===== src/rtl/song_sequencer.sv =====
// Song sequencer: walks a song BRAM of {duration, note} words and drives the tone generator.
// Optional macro SONG_SEQ_NOTE_GAP_EN inserts GAP_TICKS cycles of silence after every note.
module song_sequencer #(
    parameter int TICKS_PER_BEAT = 3125000,
    parameter int ADDR_W         = 4,
    parameter int GAP_TICKS      = 312500
) (
    input  logic              i_Clk,
    input  logic              i_Rst,
    input  logic              i_Play,
    output logic [ADDR_W-1:0] o_ROM_Addr,
    input  logic [11:0]       i_ROM_Data,
    output logic [7:0]        o_Note,
    output logic              o_Note_Valid,
    output logic              o_Busy,
    output logic [2:0]        o_State
);

    localparam int TICK_W = (TICKS_PER_BEAT > 1) ? $clog2(TICKS_PER_BEAT) : 1;
    localparam logic [TICK_W-1:0] TICK_LAST = TICK_W'(TICKS_PER_BEAT - 1);

    typedef enum logic [2:0] {
        S_IDLE  = 3'd0,
        S_FETCH = 3'd1,
        S_LATCH = 3'd2,
        S_PLAY  = 3'd3
`ifdef SONG_SEQ_NOTE_GAP_EN
        , S_GAP = 3'd4
`endif
    } state_t;

    state_t              r_state;
    logic [TICK_W-1:0]   r_tick_cnt;
    logic [3:0]          r_beat_cnt;
    logic [ADDR_W-1:0]   r_addr;
    logic [7:0]          r_note;
    logic                r_note_valid;
    logic [3:0]          w_duration;
    logic                w_beat_end;

`ifdef SONG_SEQ_NOTE_GAP_EN
    localparam int GAP_W = (GAP_TICKS > 1) ? $clog2(GAP_TICKS) : 1;
    localparam logic [GAP_W-1:0] GAP_LAST = GAP_W'(GAP_TICKS - 1);
    logic [GAP_W-1:0]    r_gap_cnt;
`else
    // Silence length is irrelevant without the gap, but a nonsense value is still rejected.
    if (GAP_TICKS < 1) begin : g_bad_gap_ticks
        $error("GAP_TICKS must be at least 1");
    end
`endif

    if (TICKS_PER_BEAT < 1) begin : g_bad_ticks
        $error("TICKS_PER_BEAT must be at least 1");
    end

    assign w_duration = i_ROM_Data[11:8];
    assign w_beat_end = (r_tick_cnt == TICK_LAST);

    // Stop and reset share one path: IDLE always holds the cleared values, so
    // i_Play=0 while already idle is harmless.
    always_ff @(posedge i_Clk) begin
        r_note_valid <= 1'b0;
        if (i_Rst || !i_Play) begin
            r_state    <= S_IDLE;
            r_addr     <= '0;
            r_note     <= 8'h00;
            r_tick_cnt <= '0;
            r_beat_cnt <= 4'd0;
`ifdef SONG_SEQ_NOTE_GAP_EN
            r_gap_cnt  <= '0;
`endif
        end else begin
            case (r_state)
                S_IDLE: begin
                    r_state <= S_FETCH;
                end
                S_FETCH: begin
                    r_state <= S_LATCH;
                end
                S_LATCH: begin
                    if (w_duration != 4'd0) begin
                        r_note       <= i_ROM_Data[7:0];
                        r_note_valid <= 1'b1;
                        r_beat_cnt   <= w_duration;
                        r_tick_cnt   <= '0;
                        r_state      <= S_PLAY;
                    end else begin
                        r_addr  <= '0;
                        r_note  <= 8'h00;
                        r_state <= S_FETCH;
                    end
                end
                S_PLAY: begin
                    if (w_beat_end) begin
                        r_tick_cnt <= '0;
                        r_beat_cnt <= r_beat_cnt - 4'd1;
                        if (r_beat_cnt == 4'd1) begin
                            r_addr <= r_addr + ADDR_W'(1);
`ifdef SONG_SEQ_NOTE_GAP_EN
                            r_note    <= 8'h00;
                            r_gap_cnt <= '0;
                            r_state   <= S_GAP;
`else
                            r_state <= S_FETCH;
`endif
                        end
                    end else begin
                        r_tick_cnt <= r_tick_cnt + TICK_W'(1);
                    end
                end
`ifdef SONG_SEQ_NOTE_GAP_EN
                S_GAP: begin
                    if (r_gap_cnt == GAP_LAST) begin
                        r_gap_cnt <= '0;
                        r_state   <= S_FETCH;
                    end else begin
                        r_gap_cnt <= r_gap_cnt + GAP_W'(1);
                    end
                end
`endif
                default: begin
                    r_state <= S_IDLE;
                end
            endcase
        end
    end

    assign o_ROM_Addr   = r_addr;
    assign o_Note       = r_note;
    assign o_Note_Valid = r_note_valid;
    assign o_Busy       = (r_state != S_IDLE);
    assign o_State      = r_state;

endmodule


===== config.mk =====
export PLATFORM = sky130hd
export DESIGN_NAME = song_sequencer
export DESIGN_NICKNAME = d
export VERILOG_FILES = /design/src/rtl/song_sequencer.sv
export SDC_FILE = /design/constraint.sdc
export NUM_CORES = 1
export LEC_CHECK = 0
export ABC_CLOCK_PERIOD_IN_PS = 2400
export BUFFER_PORTS_ARGS = -buffer_cell sky130_fd_sc_hd__buf_2
export CORE_MARGIN = 4
export CORE_UTILIZATION = 30
export CTS_CLUSTER_DIAMETER = 30
export DETAILED_ROUTE_END_ITERATION = 7
export PLACE_DENSITY = 0.51
export SYNTH_ARGS = -nofsm -noshare
export SYNTH_HDL_FRONTEND = slang
export SYNTH_SLANG_ARGS = --single-unit
export TNS_END_PERCENT = 50

===== constraint.sdc =====
create_clock -name i_Clk -period 2.4 [get_ports i_Clk]
set_input_delay 0.48 -clock i_Clk [delete_from_list [all_inputs] [get_ports i_Clk]]
set_output_delay 0.48 -clock i_Clk [all_outputs]
set_load 0.05 [all_outputs]

==> Implementation_results.wiki <==
{| class="wikitable"
! Metric !! Value
|-
| Core Area || approximately 0.0068 mm^2
|-
| Detailed-route wire length per cell || between 10 and 15 um
|-
| Max Freq || 502 MHz
|-
| Final weighted congestion in routability-driven placement || 0.778
|-
| End point of the most critical hold path || o_Note[5]
|-
| Power, Total || 1.34 mW
|-
| Area share of the largest cell type after synthesis || just under 40%
|-
| Period utilization || 83.1%
|-
| Post-route DRC || 0
|-
| Met2 track demand over resource in global routing || 20.5%
|-
| Post-layout minimum cycle time || 1990 ps
|-
| Primary FF master, synth || sky130_fd_sc_hd__dfxtp_1
|-
| Area of the die || 0.00837 mm^2
|-
| Detailed Routing Iterations Pass 1 || 4
|-
| Sinks on Clock Net || between 40 and 50
|-
| Number of buffers on the longest clock path || 2
|-
| Worst slew margin relative to its limit || 63.5%
|-
| Post-Place Cells || 368
|-
| RR Endpoint || r_beat_cnt[0]
|-
| Tightest Pin Transition || 547 ps
|-
| Via density per instance || between 5 and 6
|-
| Pin count of the biggest net entering global routing || 16
|-
| Post-synth top area cell || sky130_fd_sc_hd__dfxtp_1
|-
| Count of flip-flops with a built-in enable after synthesis || 0
|-
| Overall die height || 91.5 um
|-
| Hpwl dp || 4090 um
|-
| Number of setup violations in the final report || 0
|-
| Number of storage elements in the synthesis netlist || 41
|-
| Clk pin slew, worst setup/hold paths || 90 ps
|-
| Number of cell rows || 30
|-
| Final number of hold-violating endpoints || 0
|-
| Classification of the worst setup path || reg2reg
|-
| Post-detailed-route count of antenna-violating nets || 0
|-
| First-pass GRT wire length || between 9000 and 10,000 um
|-
| Port bufs || 30
|-
| Final routed wirelength across all metal layers || 5320 um
|-
| Synth Instances || 245
|-
| Power per cell area || 537 mW/mm^2
|-
| Netlist Area Pre-Place || 0.00209 mm^2
|-
| Total nets after synthesis || around 270
|-
| I/O Pins || 32
|-
| Count of final max-slew check failures || 0
|-
| Total congestion overflow after global routing || 0
|-
| Hold Crit Class || in2reg
|-
| Busiest metal layer after global routing || met2
|-
| Share of synthesized flip-flops with an asynchronous set or reset || 0%
|-
| Most used standard cells in the synthesized netlist || sky130_fd_sc_hd__dfxtp_1 (41), sky130_fd_sc_hd__nor2_1 (36), sky130_fd_sc_hd__nand2_1 (18), sky130_fd_sc_hd__nand3_1 (12), sky130_fd_sc_hd__a21oi_1 (10)
|-
| Tot GR Track Use || 13.3%
|-
| Number of vias after detailed routing || 1,889
|-
| Proportion of layout cells with a drive suffix above 1 || 18.9%
|-
| Category of the worst setup path launch point || flop
|-
| Number of cells on the worst reg-to-reg path || 5
|-
| Post-route insts no fill || 376
|-
| PnR worst setup slack || 407 ps
|-
| Max IR drop VDD || 0.226 mV
|-
| Resized cells post-CTS || 0
|-
| Nets || around 300
|-
| CTS buffer count || 5
|-
| Slack of the worst reg-to-reg path || roughly 410 ps
|-
| Met1 track demand over resource || 19.2%
|-
| Fraction of the yosys area taken by sequential cells || between 30% and 40%
|-
| Avg Inst Size Synth || 8.53 um^2
|-
| Initial antenna violation count || 0
|-
| Number of global-route vias before repair || 1,804
|-
| Number of max-cap violations || 0
|-
| H-Tree Level Count || 2
|-
| Count of yosys warnings during synthesis || 0
|-
| Post-synthesis to final-layout area growth || 18.9%
|-
| N_diodes || 0
|-
| Worst slack, placed || 212 ps
|-
| Endpoint type of the worst setup path || flop
|-
| Total area of multi-input combinational cells || 0.00120 mm^2
|-
| Signal arrival time at the worst endpoint || 2160 ps
|-
| Setup fix buffers added after clock tree synthesis || 0
|-
| Library cell with the highest instance count after synthesis || sky130_fd_sc_hd__dfxtp_1
|-
| Static power due to leakage || just over 0.9 nW
|-
| Unrepaired setup endpoints after global routing || false
|-
| Status || finished, final reports clean
|-
| Total negative setup slack || 0 ps
|-
| Sequential cell area in the final layout || 821 um^2
|-
| Clock skew || around 9.5 ps
|-
| Worst skew pair latency || 300 ps
|-
| Hold path startpoint || i_ROM_Data[5]
|-
| Number of buffers inserted for hold repair after clock tree synthesis || 0
|-
| CTS tree || built
|-
| Post-Route Utilization || between 30% and 40%
|-
| Count of fill cells added during filler insertion || 727
|-
| Number of distinct standard cells referenced by the synthesized netlist || 50
|-
| Area contributors post-synth || sky130_fd_sc_hd__dfxtp_1 (39%), sky130_fd_sc_hd__nor2_1 (6.5%), sky130_fd_sc_hd__and4_1 (3.8%), sky130_fd_sc_hd__xnor2_1 (3.4%), sky130_fd_sc_hd__nand2_1 (3.2%)
|-
| Peak fanout along the critical path || 15
|-
| Startpoint of the worst-slack reg-to-reg timing path || r_tick_cnt[7]
|-
| Hold Path Cell Cnt || 2
|-
| Worst EP required || 2570 ps
|-
| Number of DRC markers after the initial detailed-route iteration || 109
|-
| Met3 GRT Util || 2.07%
|-
| Die W || roughly 91 um
|-
| Initial Util || 30.8%
|-
| Clock root buffer master || sky130_fd_sc_hd__clkbuf_8
|}
-- layer usage --
metal	part of all wire (%)	routed length (um)	vias up
met3	3.3	177	4
met5	0	0	-
met1	50	2640	888
met4	0.88	47	0
li1	-	-	966
met2	46	2450	31
-- power by group --
part	total [mW]	internal, mW	switching (mW)	leakage (nW)
clock	0.568	0.311	0.257	0.0543
combinational	0.0784	0.0240	0.0544	0.539
sequential	0.689	0.683	0.00625	0.331
total	1.34	1.02	0.317	0.924
-- worst max-delay path: stages, from the launching register on --
cell and delay (ps):
sky130_fd_sc_hd__dfxtp_1 370, sky130_fd_sc_hd__nor4b_1 450, sky130_fd_sc_hd__nand4_1 230, sky130_fd_sc_hd__or3_4 410, sky130_fd_sc_hd__nand3_2 260, sky130_fd_sc_hd__o32ai_1 140
-- metrics by stage --
step	area [um^2]	hold WS, ps
2_1_floorplan	2090	448
3_3_place_gp	2370	458
3_5_place_dp	2370	458
4_1_cts	2480	376
5_1_grt	2480	382
6_report	2480	385
-- how the worst max path moves through the flow --
stage                   start              to  slack (ps)  depth (start not counted)
2_1_floorplan      o_State[1]  r_tick_cnt[10]         420                          6
3_3_place_gp   i_ROM_Data[10]   r_beat_cnt[0]         280                          5
3_5_place_dp   i_ROM_Data[10]   r_beat_cnt[0]         210                          5
4_1_cts         r_tick_cnt[7]   r_beat_cnt[0]         390                          5
5_1_grt        r_tick_cnt[15]   r_beat_cnt[0]         210                          5
6_report        r_tick_cnt[7]   r_beat_cnt[0]         410                          5
-- cells by family (layout without fill, tap and decap cells) --
| family | count (synthesis) | count (layout) | synth area share (%) |
|---|---|---|---|
| buf+inv | 17 | 52 | 3.35 |
| fa+ha+maj | 5 | 5 | 2.99 |
| flops | 41 | 41 | 39.3 |
| compound gates | 49 | 49 | 16.9 |
| xor+xnor | 13 | 13 | 5.45 |
| mux | 1 | 1 | 0.479 |
| simple gates | 118 | 118 | 31.4 |
| other cells | 1 | 1 | 0.179 |
-- registers in the layout (all words and copies together) (netlist names) --
register / count
o_Note_Valid: 1
o_Note: 8
o_ROM_Addr: 4
r_beat_cnt: 4
r_tick_cnt: 22
o_State: 2
-- placed cells by master, fill, tap and decap left out, types with 5 or more instances in the layout --
| cell | Yosys | layout |
|---|---|---|
| sky130_fd_sc_hd__dfxtp_1 | 41 | 41 |
| sky130_fd_sc_hd__nor2_1 | 36 | 36 |
| sky130_fd_sc_hd__buf_2 | 2 | 30 |
| sky130_fd_sc_hd__nand2_1 | 18 | 18 |
| sky130_fd_sc_hd__nand3_1 | 12 | 12 |
| sky130_fd_sc_hd__a21oi_1 | 10 | 10 |
| sky130_fd_sc_hd__and4_1 | 9 | 9 |
| sky130_fd_sc_hd__nand4_1 | 9 | 9 |
| sky130_fd_sc_hd__a31oi_1 | 9 | 9 |
| sky130_fd_sc_hd__xnor2_1 | 8 | 8 |
| sky130_fd_sc_hd__inv_1 | 7 | 7 |
| sky130_fd_sc_hd__a22o_1 | 7 | 7 |
| sky130_fd_sc_hd__buf_4 | 1 | 7 |
| sky130_fd_sc_hd__a22oi_1 | 6 | 6 |
| sky130_fd_sc_hd__xor2_1 | 5 | 5 |
| sky130_fd_sc_hd__ha_1 | 5 | 5 |
| sky130_fd_sc_hd__clkbuf_8 | 0 | 5 |
-- cell type report --
type	count	share of cell area, %
inverters	7	1.06
repair buffers	37	8.16
clock buffers	5	2.77
multi-input cells	187	48.3
flip-flops and latches	41	33.0
well taps	96	4.83
clock inverters	3	1.86
Note: power is estimated with default switching activity, not from simulation.
